==> config.mk <==
export PLATFORM = sky130hd
export DESIGN_NAME = switch_nport
export DESIGN_NICKNAME = d
export VERILOG_FILES = /design/src/rtl/switch_nport_pkg.sv /design/src/rtl/switch_port_fifo.sv /design/src/rtl/switch_nport.sv
export SDC_FILE = /design/constraint.sdc
export NUM_CORES = 1
export LEC_CHECK = 0
export CELL_PAD_IN_SITES_DETAIL_PLACEMENT = 1
export CELL_PAD_IN_SITES_GLOBAL_PLACEMENT = 1
export CORE_MARGIN = 2
export CORE_UTILIZATION = 35
export DETAILED_ROUTE_END_ITERATION = 8
export PLACE_DENSITY = 0.61
export SYNTH_ARGS = -nofsm -noshare
export SYNTH_HDL_FRONTEND = slang
export SYNTH_HIERARCHICAL = 1
export SYNTH_SLANG_ARGS = --single-unit
==> constraint.sdc <==
create_clock -name clk -period 3.8 [get_ports clk]
set_clock_uncertainty 0.1 [all_clocks]
set_input_delay 0.76 -clock clk [delete_from_list [all_inputs] [get_ports clk]]
set_output_delay 0.76 -clock clk [all_outputs]
set_load 0.1 [all_outputs]
==> src/rtl/switch_nport_pkg.sv <==
// Shared constants and helpers for the N-port packet switch.
// Holds default parameters, the round-robin picker and a mask popcount.
package switch_nport_pkg;

  localparam int unsigned DEF_NUM_PORTS     = 4;
  localparam int unsigned DEF_DATA_W        = 8;
  localparam int unsigned DEF_FIFO_DEPTH    = 4;
  localparam int unsigned DEF_ALLOW_HAIRPIN = 0;

  localparam int unsigned MAX_PORTS = 8;
  localparam int unsigned PTR_W     = 3;
  localparam int unsigned CNT_W     = 4;

  // One-hot grant for the first requester at or after ptr, wrapping modulo n.
  function automatic logic [MAX_PORTS-1:0] rr_pick(input logic [MAX_PORTS-1:0] req,
                                                   input logic [PTR_W-1:0]     ptr,
                                                   input int unsigned          n);
    logic [MAX_PORTS-1:0] gnt;
    logic                 found;
    logic [PTR_W-1:0]     idx;
    gnt   = '0;
    found = 1'b0;
    for (int unsigned off = 0; off < MAX_PORTS; off++) begin
      idx = PTR_W'((32'(ptr) + off) % n);
      if ((off < n) && !found && req[idx]) begin
        gnt[idx] = 1'b1;
        found    = 1'b1;
      end
    end
    return gnt;
  endfunction

  function automatic logic [CNT_W-1:0] popcount(input logic [MAX_PORTS-1:0] m);
    logic [CNT_W-1:0] c;
    c = '0;
    for (int unsigned b = 0; b < MAX_PORTS; b++) begin
      c = c + CNT_W'(m[b]);
    end
    return c;
  endfunction

endpackage

==> src/rtl/switch_port_fifo.sv <==
// Ingress FIFO: registered full/empty flags, combinational head read.
// DEPTH must be a power of two so the pointers wrap naturally.
module switch_port_fifo #(
  parameter int unsigned W     = 8,
  parameter int unsigned DEPTH = 4
) (
  input  logic         clk,
  input  logic         rst_n,
  input  logic         push_i,
  input  logic         pop_i,
  input  logic [W-1:0] wdata_i,
  output logic [W-1:0] head_c,
  output logic         full_o,
  output logic         empty_o
);

  localparam int unsigned AW = $clog2(DEPTH);
  localparam int unsigned CW = $clog2(DEPTH + 1);

  logic [W-1:0]  mem_q [DEPTH];
  logic [AW-1:0] wr_ptr_q, wr_ptr_d;
  logic [AW-1:0] rd_ptr_q, rd_ptr_d;
  logic [CW-1:0] count_q, count_d;
  logic          full_q, full_d;
  logic          empty_q, empty_d;
  logic          do_push, do_pop;

  assign do_push = push_i & ~full_q;
  assign do_pop  = pop_i & ~empty_q;

  always_comb begin
    wr_ptr_d = wr_ptr_q;
    rd_ptr_d = rd_ptr_q;
    count_d  = count_q;
    if (do_push) wr_ptr_d = wr_ptr_q + AW'(1);
    if (do_pop)  rd_ptr_d = rd_ptr_q + AW'(1);
    if (do_push && !do_pop) begin
      count_d = count_q + CW'(1);
    end else if (!do_push && do_pop) begin
      count_d = count_q - CW'(1);
    end
    full_d  = (count_d == CW'(DEPTH));
    empty_d = (count_d == '0);
  end

  always_ff @(posedge clk or negedge rst_n) begin
    if (!rst_n) begin
      wr_ptr_q <= '0;
      rd_ptr_q <= '0;
      count_q  <= '0;
      full_q   <= 1'b0;
      empty_q  <= 1'b1;
    end else begin
      wr_ptr_q <= wr_ptr_d;
      rd_ptr_q <= rd_ptr_d;
      count_q  <= count_d;
      full_q   <= full_d;
      empty_q  <= empty_d;
    end
  end

  // Storage needs no reset: the flags and pointers gate every read.
  always_ff @(posedge clk) begin
    if (do_push) mem_q[wr_ptr_q] <= wdata_i;
  end

  assign head_c  = mem_q[rd_ptr_q];
  assign full_o  = full_q;
  assign empty_o = empty_q;

endmodule

==> src/rtl/switch_nport.sv <==
// N-port packet switch: per-ingress FIFOs, per-egress round-robin arbiters,
// multicast serialised per egress via served masks, saturating drop counter.
module switch_nport
  import switch_nport_pkg::*;
#(
  parameter int unsigned NUM_PORTS     = DEF_NUM_PORTS,
  parameter int unsigned DATA_W        = DEF_DATA_W,
  parameter int unsigned FIFO_DEPTH    = DEF_FIFO_DEPTH,
  parameter int unsigned ALLOW_HAIRPIN = DEF_ALLOW_HAIRPIN
) (
  input  logic                                clk,
  input  logic                                rst_n,
  input  logic [NUM_PORTS-1:0]                in_valid,
  output logic [NUM_PORTS-1:0]                in_ready,
  input  logic [NUM_PORTS-1:0][NUM_PORTS-1:0] in_source,
  input  logic [NUM_PORTS-1:0][NUM_PORTS-1:0] in_target,
  input  logic [NUM_PORTS-1:0][DATA_W-1:0]    in_data,
  output logic [NUM_PORTS-1:0]                out_valid,
  output logic [NUM_PORTS-1:0][NUM_PORTS-1:0] out_source,
  output logic [NUM_PORTS-1:0][NUM_PORTS-1:0] out_target,
  output logic [NUM_PORTS-1:0][DATA_W-1:0]    out_data,
  output logic [15:0]                         drop_count
);

  // FIFO entry layout, MSB first: {source, original target, effective mask, data}.
  localparam int unsigned ENT_W   = 3 * NUM_PORTS + DATA_W;
  localparam int unsigned EFF_LSB = DATA_W;
  localparam int unsigned TGT_LSB = DATA_W + NUM_PORTS;
  localparam int unsigned SRC_LSB = DATA_W + 2 * NUM_PORTS;

  logic [NUM_PORTS-1:0][NUM_PORTS-1:0] eff_c;
  logic [NUM_PORTS-1:0]                accept, push, drop, pop;
  logic [NUM_PORTS-1:0][ENT_W-1:0]     wdata, head;
  logic [NUM_PORTS-1:0]                fifo_full, fifo_empty;

  logic [NUM_PORTS-1:0][NUM_PORTS-1:0] h_src, h_tgt, h_eff, rem;
  logic [NUM_PORTS-1:0][DATA_W-1:0]    h_data;
  logic [NUM_PORTS-1:0][MAX_PORTS-1:0] req_col, pick;
  logic [NUM_PORTS-1:0][NUM_PORTS-1:0] gnt_eg;
  logic [NUM_PORTS-1:0][NUM_PORTS-1:0] gnt_in;

  logic [NUM_PORTS-1:0][NUM_PORTS-1:0] served_q, served_d;
  logic [NUM_PORTS-1:0][PTR_W-1:0]     ptr_q, ptr_d;

  logic [NUM_PORTS-1:0]                out_valid_q, out_valid_d;
  logic [NUM_PORTS-1:0][NUM_PORTS-1:0] out_source_q, out_source_d;
  logic [NUM_PORTS-1:0][NUM_PORTS-1:0] out_target_q, out_target_d;
  logic [NUM_PORTS-1:0][DATA_W-1:0]    out_data_q, out_data_d;

  logic [15:0] drop_q, drop_d;
  logic [16:0] drop_sum;

  assign in_ready = ~fifo_full;

  // Ingress: effective mask, accept/drop decision and FIFO write word.
  always_comb begin
    eff_c  = in_target;
    accept = '0;
    push   = '0;
    drop   = '0;
    wdata  = '0;
    for (int unsigned i = 0; i < NUM_PORTS; i++) begin
      if (ALLOW_HAIRPIN == 0) eff_c[i][i] = 1'b0;
      accept[i] = in_valid[i] & in_ready[i];
      push[i]   = accept[i] & (|eff_c[i]);
      drop[i]   = accept[i] & ~(|eff_c[i]);
      wdata[i]  = {in_source[i], in_target[i], eff_c[i], in_data[i]};
    end
  end

  for (genvar gi = 0; gi < NUM_PORTS; gi++) begin : g_fifo
    switch_port_fifo #(
      .W     (ENT_W),
      .DEPTH (FIFO_DEPTH)
    ) u_fifo (
      .clk     (clk),
      .rst_n   (rst_n),
      .push_i  (push[gi]),
      .pop_i   (pop[gi]),
      .wdata_i (wdata[gi]),
      .head_c  (head[gi]),
      .full_o  (fifo_full[gi]),
      .empty_o (fifo_empty[gi])
    );
  end

  // Requests, per-egress round-robin grants, head pop and served-mask update.
  always_comb begin
    h_src    = '0;
    h_tgt    = '0;
    h_eff    = '0;
    h_data   = '0;
    rem      = '0;
    req_col  = '0;
    pick     = '0;
    gnt_eg   = '0;
    gnt_in   = '0;
    pop      = '0;
    served_d = served_q;
    for (int unsigned i = 0; i < NUM_PORTS; i++) begin
      h_src[i]  = head[i][SRC_LSB +: NUM_PORTS];
      h_tgt[i]  = head[i][TGT_LSB +: NUM_PORTS];
      h_eff[i]  = head[i][EFF_LSB +: NUM_PORTS];
      h_data[i] = head[i][DATA_W-1:0];
      rem[i]    = fifo_empty[i] ? '0 : (h_eff[i] & ~served_q[i]);
    end
    for (int unsigned o = 0; o < NUM_PORTS; o++) begin
      for (int unsigned i = 0; i < NUM_PORTS; i++) begin
        req_col[o][i] = rem[i][o];
      end
      pick[o]   = rr_pick(req_col[o], ptr_q[o], NUM_PORTS);
      gnt_eg[o] = pick[o][NUM_PORTS-1:0];
    end
    for (int unsigned i = 0; i < NUM_PORTS; i++) begin
      for (int unsigned o = 0; o < NUM_PORTS; o++) begin
        gnt_in[i][o] = gnt_eg[o][i];
      end
      pop[i]      = ~fifo_empty[i] & ((rem[i] & ~gnt_in[i]) == '0);
      served_d[i] = pop[i] ? '0 : (served_q[i] | gnt_in[i]);
    end
  end

  // Pointer advance and output capture of the granted head.
  always_comb begin
    ptr_d        = ptr_q;
    out_valid_d  = '0;
    out_source_d = '0;
    out_target_d = '0;
    out_data_d   = '0;
    for (int unsigned o = 0; o < NUM_PORTS; o++) begin
      for (int unsigned i = 0; i < NUM_PORTS; i++) begin
        if (gnt_eg[o][i]) begin
          ptr_d[o]        = PTR_W'((i + 1) % NUM_PORTS);
          out_valid_d[o]  = 1'b1;
          out_source_d[o] = h_src[i];
          out_target_d[o] = h_tgt[i];
          out_data_d[o]   = h_data[i];
        end
      end
    end
  end

  // Several ports may drop in the same cycle; count them all, then saturate.
  always_comb begin
    drop_sum = 17'(drop_q) + 17'(popcount(MAX_PORTS'(drop)));
    drop_d   = (drop_sum > 17'h0FFFF) ? 16'hFFFF : drop_sum[15:0];
  end

  always_ff @(posedge clk or negedge rst_n) begin
    if (!rst_n) begin
      served_q     <= '0;
      ptr_q        <= '0;
      out_valid_q  <= '0;
      out_source_q <= '0;
      out_target_q <= '0;
      out_data_q   <= '0;
      drop_q       <= '0;
    end else begin
      served_q     <= served_d;
      ptr_q        <= ptr_d;
      out_valid_q  <= out_valid_d;
      out_source_q <= out_source_d;
      out_target_q <= out_target_d;
      out_data_q   <= out_data_d;
      drop_q       <= drop_d;
    end
  end

  assign out_valid  = out_valid_q;
  assign out_source = out_source_q;
  assign out_target = out_target_q;
  assign out_data   = out_data_q;
  assign drop_count = drop_q;

endmodule

# After elaboration in Yosys (flattened, before gate mapping)
# Memory sizes are Yosys's and may differ from the RTL's.
# Index checks and enable logic that the tools add are counted.
# totals
inputBits,70
mem_bits_rw,304
mem_count,4
output_inout_bits,88
reg_bits,144
# mem_list
memory,words,width,rd,rd_ports_with_merged_regs,wr,line,rtl
g_fifo[0].u_fifo.mem_q,4,19,1,0,1,switch_port_fifo.sv:20,logic [W-1:0] mem_q [DEPTH];
g_fifo[1].u_fifo.mem_q,4,19,1,0,1,switch_port_fifo.sv:20,
g_fifo[2].u_fifo.mem_q,4,19,1,0,1,switch_port_fifo.sv:20,
g_fifo[3].u_fifo.mem_q,4,19,1,0,1,switch_port_fifo.sv:20,
# classes
eq_ne,4
n_reduce_logical,72
n_mux,197
n_addsub,32
magnitude_cmp,33
n_bitwise,69
# op_table
op,n
4-bit 2-to-1 mux,56
8-bit 2-to-1 mux,16
1-bit 2-to-1 mux,68
"2-bit by 4-bit less-than comparator with 1-bit output, second input constant",16
4-bit bitwise OR,16
1-bit logical AND,36
4-bit NOT,9
4-bit AND,8
1-bit binary-select mux with 2-bit select,16
1-bit demux with 2-bit select,16
"2-bit by 1-bit >= comparator with 1-bit output, second input constant",16
2-bit 2-to-1 mux,16
"2-bit by 1-bit adder with 2-bit output, second input constant",12
1-bit AND,24
3-bit 2-to-1 mux,8
1-bit zero test,20
16-bit by 4-bit adder with 17-bit output,1
"17-bit by 16-bit greater-than comparator with 1-bit output, second input constant",1
"2-bit adder, second input constant",8
4-bit zero test,4
16-bit 2-to-1 mux,1
4-bit nonzero test,4
"3-bit by 1-bit adder with 3-bit output, second input constant",4
"3-bit == test, second input constant",4
7 further kinds,27

# Logic depth before layout (Yosys ltp)
# Gate-level depths: netlist of the first run.
# logic_depth
word_depth,24
ltp_mapped,16
mapped_depth_nobuf,13

# Modules after synthesis
# The synthesis of the first run kept the hierarchy.
# by_module_without_submodules
module,area_per_inst_um2,cells_each,instances
switch_port_fifo at g_fifo[0].u_fifo ...,3427.0,156,3
switch_nport,7761.2,872,1
switch_port_fifo at g_fifo[2].u_fifo,3445.8,160,1

# Least setup slack after synthesis of the first run
# Ideal clock, no wire load.
# synth_timing
path_type,reg2reg
from,register g_fifo[0].u_fifo.rd_ptr_q[0]
to,register g_fifo[1].u_fifo.full_q
setup_ns,0.087
path_slack_ns,-0.444
synth_period_minus_slack_ns,4.244
t_arrival_ns,4.057
stages_incl_launch_ff,15
cell_sequence,dfrtp_1 > buf_2 > mux4_2 > nor3b_1 > a221o_1 > and2_1 > clkbuf_1 > a222oi_1 > o21ai_0 > o32ai_1 > nor3_1 > or2b_2 > nor2_2 > or4_4 > a211oi_2
# synth_between
elab_chain_len,24
# synth_rtl
item,line,rtl
"start, declared",switch_port_fifo.sv:22,"logic [AW-1:0] rd_ptr_q, rd_ptr_d;"
"start signal, assigned",switch_port_fifo.sv:55,rd_ptr_q <= rd_ptr_d;
memory read 4 x 19 bit (*),--,
4-bit AND (*),switch_nport.sv:105,rem[i] = fifo_empty[i] ? '0 : (h_eff[i] & ~served_q[i]);
4-bit 2-to-1 mux (*),switch_nport.sv:105,
1-bit binary-select mux with 2-bit select,switch_nport_pkg.sv:25,if ((off < n) && !found && req[idx]) begin
1-bit 2-to-1 mux (implied by the code),switch_nport_pkg.sv:25,
1-bit 2-to-1 mux,switch_nport_pkg.sv:25,
1-bit zero test,switch_nport_pkg.sv:25,
1-bit logical AND,switch_nport_pkg.sv:25,
(+10 left out),--,
1-bit AND (*),switch_nport.sv:118,pop[i] = ~fifo_empty[i] & ((rem[i] & ~gnt_in[i]) == '0);
named net pop[1],switch_nport.sv:32,"logic [NUM_PORTS-1:0] accept, push, drop, pop;"
1-bit AND (*),switch_port_fifo.sv:29,assign do_pop = pop_i & ~empty_q;
1-bit logical AND or 1-bit zero test (tied branches),"switch_port_fifo.sv:39, switch_port_fifo.sv:37",
3-bit 2-to-1 mux or 1-bit logical AND (tied branches),"switch_port_fifo.sv:39, switch_port_fifo.sv:37",
3-bit 2-to-1 mux (*),switch_port_fifo.sv:37,if (do_push && !do_pop) begin
3-bit == test (*),switch_port_fifo.sv:42,full_d = (count_d == CW'(DEPTH));
named net g_fifo[1].u_fifo.full_d,switch_port_fifo.sv:24,"logic full_q, full_d;"
"end signal, assigned",switch_port_fifo.sv:57,full_q <= full_d;
"end, declared",switch_port_fifo.sv:24,
# The timed path passes the listed nets; every way through them passes the cells marked *. The select of a mux whose other input is x is not followed.
# A chain may end at the register's enable or synchronous reset.

==> impl_metrics.yaml, run 1 <==
sta:
  fin_crit_sh_pct: 111
  hold_viol: 0
  rsz0062_at_grt: "yes"
  finalSetupViolCount: 45
  tightest_slew_ps: 1020
  fin_tns_setup_ps: -6630
  setup_ws_ps: -430
  period_needed_ps: 4230
  fmax_ghz: 0.236
  drv_slew: 0
  slew_headroom_pct: 32.0
synth:
  syn_area_per_cell_sq_um: 14.3
  synth_area_sq_um: 21500
  netlist_instances: 1500
  async_reset_ff_share_pct: 31.0
  synth_top_area_cell: "edfxtp_1"
  synth_area_leaders: "edfxtp_1 (45%), dfrtp_1 (16%), mux4_2 (9.5%)"
  ys.flop_type: "edfxtp_1"
  ys_ff_latch: 464
  synth_cell_types: 95
  yosysWarnings: 6
  ys_seq_area_share_pct: 61.5
  synth.most_common_cell: "edfxtp_1"
  synth.top_cells.by_count: "edfxtp_1 (320), dfrtp_1 (140), nand2_1 (108)"
  synth-edff-count: 320
  yosysTopAreaCellShare_pct: 44.7
run_status:
  status: "finished, violations left"
  violations: "negative setup slack"
clock_tree:
  cts_hold_buf: 0
  cts_max_path_buffers: 3
  numCtsBuffers: 52
  cts.sinks: 464
  clk_latency_ps: 610
  clkTransAtPathRegs_ps: 70
  root_buffer: "clkbuf_16"
  htreeDepth: 2
  cts_tree: "yes"
setup_path:
  path_cells: "buf_6 > mux4_2 > nor4b_1 > o21ai_0 > o32ai_4 > a22oi_1 > a41o_1 > a2111o_1 > inv_2 > and2b_2 > nor2_4 > or4_4 > a211oi_2"
  critPathMaxStageDelay_ps: 640
  crit_type: "reg -> reg"
  end_kind: "flip-flop"
  worstSetupStartpointType: "flip-flop"
  slowest_stage: "nor4b_1"
  cp.required_ps: 4210
  worstPathArrival_ps: 4640
  crit_fanout: 5
floorplan:
  initial_core_util_pct: 35.5
  rows: 90
  core-area_sq_um: 60600
  fp.dieW_um: 252
  dieArea_sq_um: 63400
  pin_count: 158
  fp.dieH_um: 252
grt:
  grt_pass1_vias: 16317
  antenna_found_initial: 1
  grt_overflow_total: 0
  grt_start_max_net_pins: 60
  groute.usage.overall_pct: 22.3
  grt_first_pass_wirelength_um: 106000
placement:
  placed_cells: 2609
  hpwl_um: 49500
  io_buffer_count: 157
  globalplace.congestion: 0.901
layout:
  n_antenna_cell: 0
  drive_above_1_share_pct: 36.1
  multi_input_area_sq_um: 9030
  regArea_sq_um: 13200
  n_fill_cell: 5959
  nets: 2060
  syn_to_final_growth_pct: 37.1
  fin_cells: 2764
route:
  viasPerCell: 5.58
  drtIter0Drc: 1078
  drc: 0
  drt-pass1-iter-count: 5
  drt_wl_total_um: 73100
  wl_per_cell_um: 26.5
  ant_nets: 0
  num_vias: 15417
run:
  maxCapViolCount: 0
min_path:
  hold_class: "in -> async"
[kinds of logic (layout without fill, tap and decap cells)]
family	after synthesis	count (layout)	synth area share (%)
compound gates	221	221	8.51
xor+xnor	29	29	1.22
simple gates	504	504	13.0
buf+inv	130	597	2.74
flops	464	464	61.5
mux	100	100	9.97
other cells	1	16	0.0175
fa+ha+maj	51	51	3.07
[worst paths after layout]
path	startpoint	end	slack (ps)	depth (start not counted)
worst max-delay path	g_fifo[0].u_fifo/rd_ptr_q[0]$_DFFE_PN0P_	g_fifo[3].u_fifo/full_o$_DFF_PN0_	-430	13
worst min-delay path	rst_n	drop_count[13]$_DFF_PN0_	60	1
worst min register to register	drop_count[15]$_DFF_PN0_	drop_count[15]$_DFF_PN0_	440	1
max in group asynchronous	rst_n	out_data[10]$_DFF_PN0_	2570	2
min in group clk	drop_count[15]$_DFF_PN0_	drop_count[15]$_DFF_PN0_	440	1
worst max register to register	g_fifo[0].u_fifo/rd_ptr_q[0]$_DFFE_PN0P_	g_fifo[3].u_fifo/full_o$_DFF_PN0_	-430	13
[worst max-delay path: cells and delay by family (launching register included)]
kind            cells  cell delay [ps]
simple gates        4             1360
buf+inv             2              260
flops               1              410
mux                 1              380
compound gates      6             1630
[per-stage QoR]
| step | area, sq um | hold slack (ps) | setup slack (ps) | utilization [%] |
|---|---|---|---|---|
| global route | 29500 | 70.9 | -484 | 48.6 |
| floorplan | 21700 | 364 | -142 | - |
| CTS | 28300 | 70.5 | -366 | 46.8 |
| global placement | 25700 | 425 | -513 | 42.4 |
| finish | 29500 | 59.9 | -430 | 48.6 |
| detailed placement | 25700 | 417 | -591 | 42.4 |
[repair_timing]
| action | 4_1_cts | 5_1_grt |
|---|---|---|
| resized for setup | 124 | 152 |
| cloned | 1 | 8 |
| setup buffers | 37 | 38 |
| endpoints found under the setup margin | 55 | 97 |
| pin swaps | 63 | 63 |
[layout make-up]
| class | count | area share, % |
|---|---|---|
| inverters | 46 | 0.586 |
| multi-input cells | 921 | 30.7 |
| clock buffers | 65 | 4.69 |
| well taps | 782 | 3.32 |
| clock inverters | 32 | 1.25 |
| repair buffers | 454 | 14.6 |
| flip-flops and latches | 464 | 44.9 |
[flip-flops by register name (all words and copies together), names as in the netlist]
register / count
g_fifo.u_fifo/mem_q: 320
out_valid: 4
drop_count: 16
g_fifo.u_fifo/count_q: 12
ptr_q: 8
out_data: 32
g_fifo.u_fifo/full_o: 4
g_fifo.u_fifo/empty_o: 4
out_target: 16
g_fifo.u_fifo/wr_ptr_q: 8
g_fifo.u_fifo/rd_ptr_q: 8
out_source: 16
served_q: 16
[metal layers]
metal | share of wire [%] | track usage, %
met2 | 50 | 38.6
met1 | 42 | 29.5
met4 | 2.7 | 5.63
met5 | 0 | 0
met3 | 5.1 | 3.48
[cell usage in the layout (no fill, tap or decap), drive strengths merged, types with 18 or more instances in the layout]
| cell type | instances |
|---|---|
| a41oi | 50 |
| and2 | 38 |
| buf | 295 |
| clkbuf | 72 |
| clkdlybuf4s50 | 152 |
| clkinv | 18 |
| dfrtp | 140 |
| edfxtp | 320 |
| ha | 48 |
| inv | 51 |
| mux4 | 91 |
| nand2 | 108 |
| nand3 | 95 |
| nand4 | 34 |
| nor2 | 89 |
| nor3 | 20 |
| nor3b | 25 |
| o211ai | 18 |
| o21ai | 30 |
| xnor2 | 24 |
Power of run 1 is left out: the tool's default activity adds up to more than one toggle a clock period on the data nets, which glitch-free logic cannot reach.
==> run 2: changes to the inputs <==
Settings changed: ABC_CLOCK_PERIOD_IN_PS set to 3800.
==> results of run 2 <==
Same layout as run 1: the final DEF is identical, and so are final timing and power.
Power of run 2 is left out for the same reason.
==> run 3: changes to the inputs <==
Settings changed: CELL_PAD_IN_SITES_DETAIL_PLACEMENT 1 to unset, CELL_PAD_IN_SITES_GLOBAL_PLACEMENT 1 to unset, PLACE_DENSITY 0.61 to 0.53.
==> run 3 against run 2 <==
Against the previous run: the run still ends with negative setup slack left; utilization shrank 1.9 points; clock-buffer cell count grew 7; sequential share of layout area grew 1.8 points; largest cell class unchanged; worst hold slack lost 28 ps; setup slack gained 120 ps; final cell count shrank 1.4%; flip-flop and latch count is the same; critical path depth is the same; critical endpoint is now g_fifo[1].u_fifo/full_o$_DFF_PN0_; final area shrank 3.8%.
==> impl_metrics.yaml, run 3 (same netlist as run 1, synthesis figures left out) <==
route:
  wl_met2_um: 32100
  ant_nets: 0
  drt_wl_total_um: 65500
  drt-pass1-iter-count: 5
  wl_met1_um: 27600
  wl_per_cell_um: 24.0
  viasPerCell: 5.47
  top_layer: "met4"
  num_vias: 14898
  drc: 0
  met3_length_um: 3500
  drtIter0Drc: 1488
run_status:
  status: "finished, violations left"
  violations: "negative setup slack"
layout:
  syn_to_final_growth_pct: 31.9
  largest_reg_flops: 320
  drive_above_1_share_pct: 31.7
  layout_commonest_cell: "edfxtp_1"
  regMostFlops: "g_fifo.u_fifo/mem_q"
  n_antenna_cell: 0
  nets: 2022
  layout_common_cells: "edfxtp_1 (320), buf_4 (227), clkdlybuf4s50_1 (152)"
placement:
  hpwl_um: 46200
  globalplace.congestion: 0.908
  io_buffer_count: 157
floorplan:
  core-area_sq_um: 60600
  dieArea_sq_um: 63400
  fp.dieH_um: 252
  rows: 90
  initial_core_util_pct: 35.5
  fp.dieW_um: 252
  pin_count: 158
sta:
  tightest_slew_ps: 1030
  finalSetupViolCount: 20
  rsz0062_at_grt: "yes"
  hold_viol: 0
  slew_headroom_pct: 31.1
  fin_crit_sh_pct: 108
  fin_tns_setup_ps: -3480
  drv_slew: 0
  setup_ws_ps: -312
  fmax_ghz: 0.243
  period_needed_ps: 4110
setup_path:
  worstSetupStartpointType: "flip-flop"
  crit_fanout: 3
  crit_type: "reg -> reg"
  slowest_stage: "mux4_2"
  critPathMaxStageDelay_ps: 590
  end_kind: "flip-flop"
  worstPathArrival_ps: 4520
  path_cells: "mux4_2 > or3b_4 > buf_4 > nor2_1 > mux4_2 > and2_4 > a221o_2 > nor3b_4 > nor3_4 > or2b_4 > nor2_4 > or4_4 > a211oi_2"
  critPathMostFrequentCell: "mux4_2"
  cp.required_ps: 4200
  r2r_cells: 13
clock_tree:
  root_buffer: "clkbuf_16"
  htreeDepth: 2
  cts_max_path_buffers: 3
  numCtsBuffers: 50
  cts_tree: "yes"
  clkTransAtPathRegs_ps: 70
  clk_latency_ps: 600
  cts.sinks: 464
grt:
  grt_pass1_vias: 15204
  groute.usage.overall_pct: 20.7
  grt_first_pass_wirelength_um: 98200
  grt_overflow_total: 0
  grt_start_max_net_pins: 48
  antenna_found_initial: 3
run:
  maxCapViolCount: 0
min_path:
  hold_class: "in -> async"
## run 3: changes by cell type in the layout (fill, tap and decap cells not counted), moves of 9 or more
cell and delta:
a41oi_1 +22, a41oi_2 -13, or4b_1 +13, or4b_4 -13
buf_4 -10, a41oi_4 -9
## run 3: routing by layer
metal / GRT usage (%) / up-vias
met5: 0 / -
met3: 2.88 / 122
li1: - / 6646
met4: 7.71 / 0
met2: 34.6 / 518
met1: 27.5 / 7612
## run 3: final timing paths
| check | start | end | slack [ps] |
|---|---|---|---|
| setup / recovery | g_fifo[3].u_fifo/rd_ptr_q[0]$_DFFE_PN0P_ | g_fifo[1].u_fifo/full_o$_DFF_PN0_ | -310 |
| min in group clk | drop_count[15]$_DFF_PN0_ | drop_count[15]$_DFF_PN0_ | 450 |
| hold / removal | rst_n | out_data[9]$_DFF_PN0_ | 30 |
| setup reg to reg | g_fifo[3].u_fifo/rd_ptr_q[0]$_DFFE_PN0P_ | g_fifo[1].u_fifo/full_o$_DFF_PN0_ | -310 |
| hold reg to reg | drop_count[15]$_DFF_PN0_ | drop_count[15]$_DFF_PN0_ | 450 |
| max in group asynchronous | rst_n | ptr_q[4]$_DFFE_PN0P_ | 2710 |
## run 3: layout make-up
type,count,area (sq um)
sequential,464,13200
clock buffer,72,1450
clock inverter,22,262
inverter,46,173
multi-input combinational,921,8500
fill,5357,32300
tap,782,978
timing repair buffer,418,3750
## run 3: what timing repair did
action | CTS | global route
pin swaps | 24 | 47
endpoints found under the setup margin | 43 | 83
hold buffers | 0 | 0
buffers inserted | 24 | 22
gates resized for setup | 94 | 76
## run 3: worst max-delay path: cells and delay by family, from the launching register on
family,cells,cell delay [ps]
multiplexers,2,1070
AO/OA/AOI/OAI,2,620
AND/OR/NAND/NOR,8,1700
flip-flops,1,410
buffers and inverters,1,120
## run 3: stage by stage
step,instance area [sq um],setup slack (ps),utilization (%),cells,hold slack [ps]
after floorplan,21700,-142,-,1515,364
after global placement,25600,-500,42.2,2595,437
after detailed placement,25600,-546,42.2,2595,435
after CTS,27800,-297,45.9,2708,44.0
after global routing,28300,-397,46.8,2725,52.0
final,28300,-312,46.8,2725,31.5
Power of run 3 is left out for the same reason.
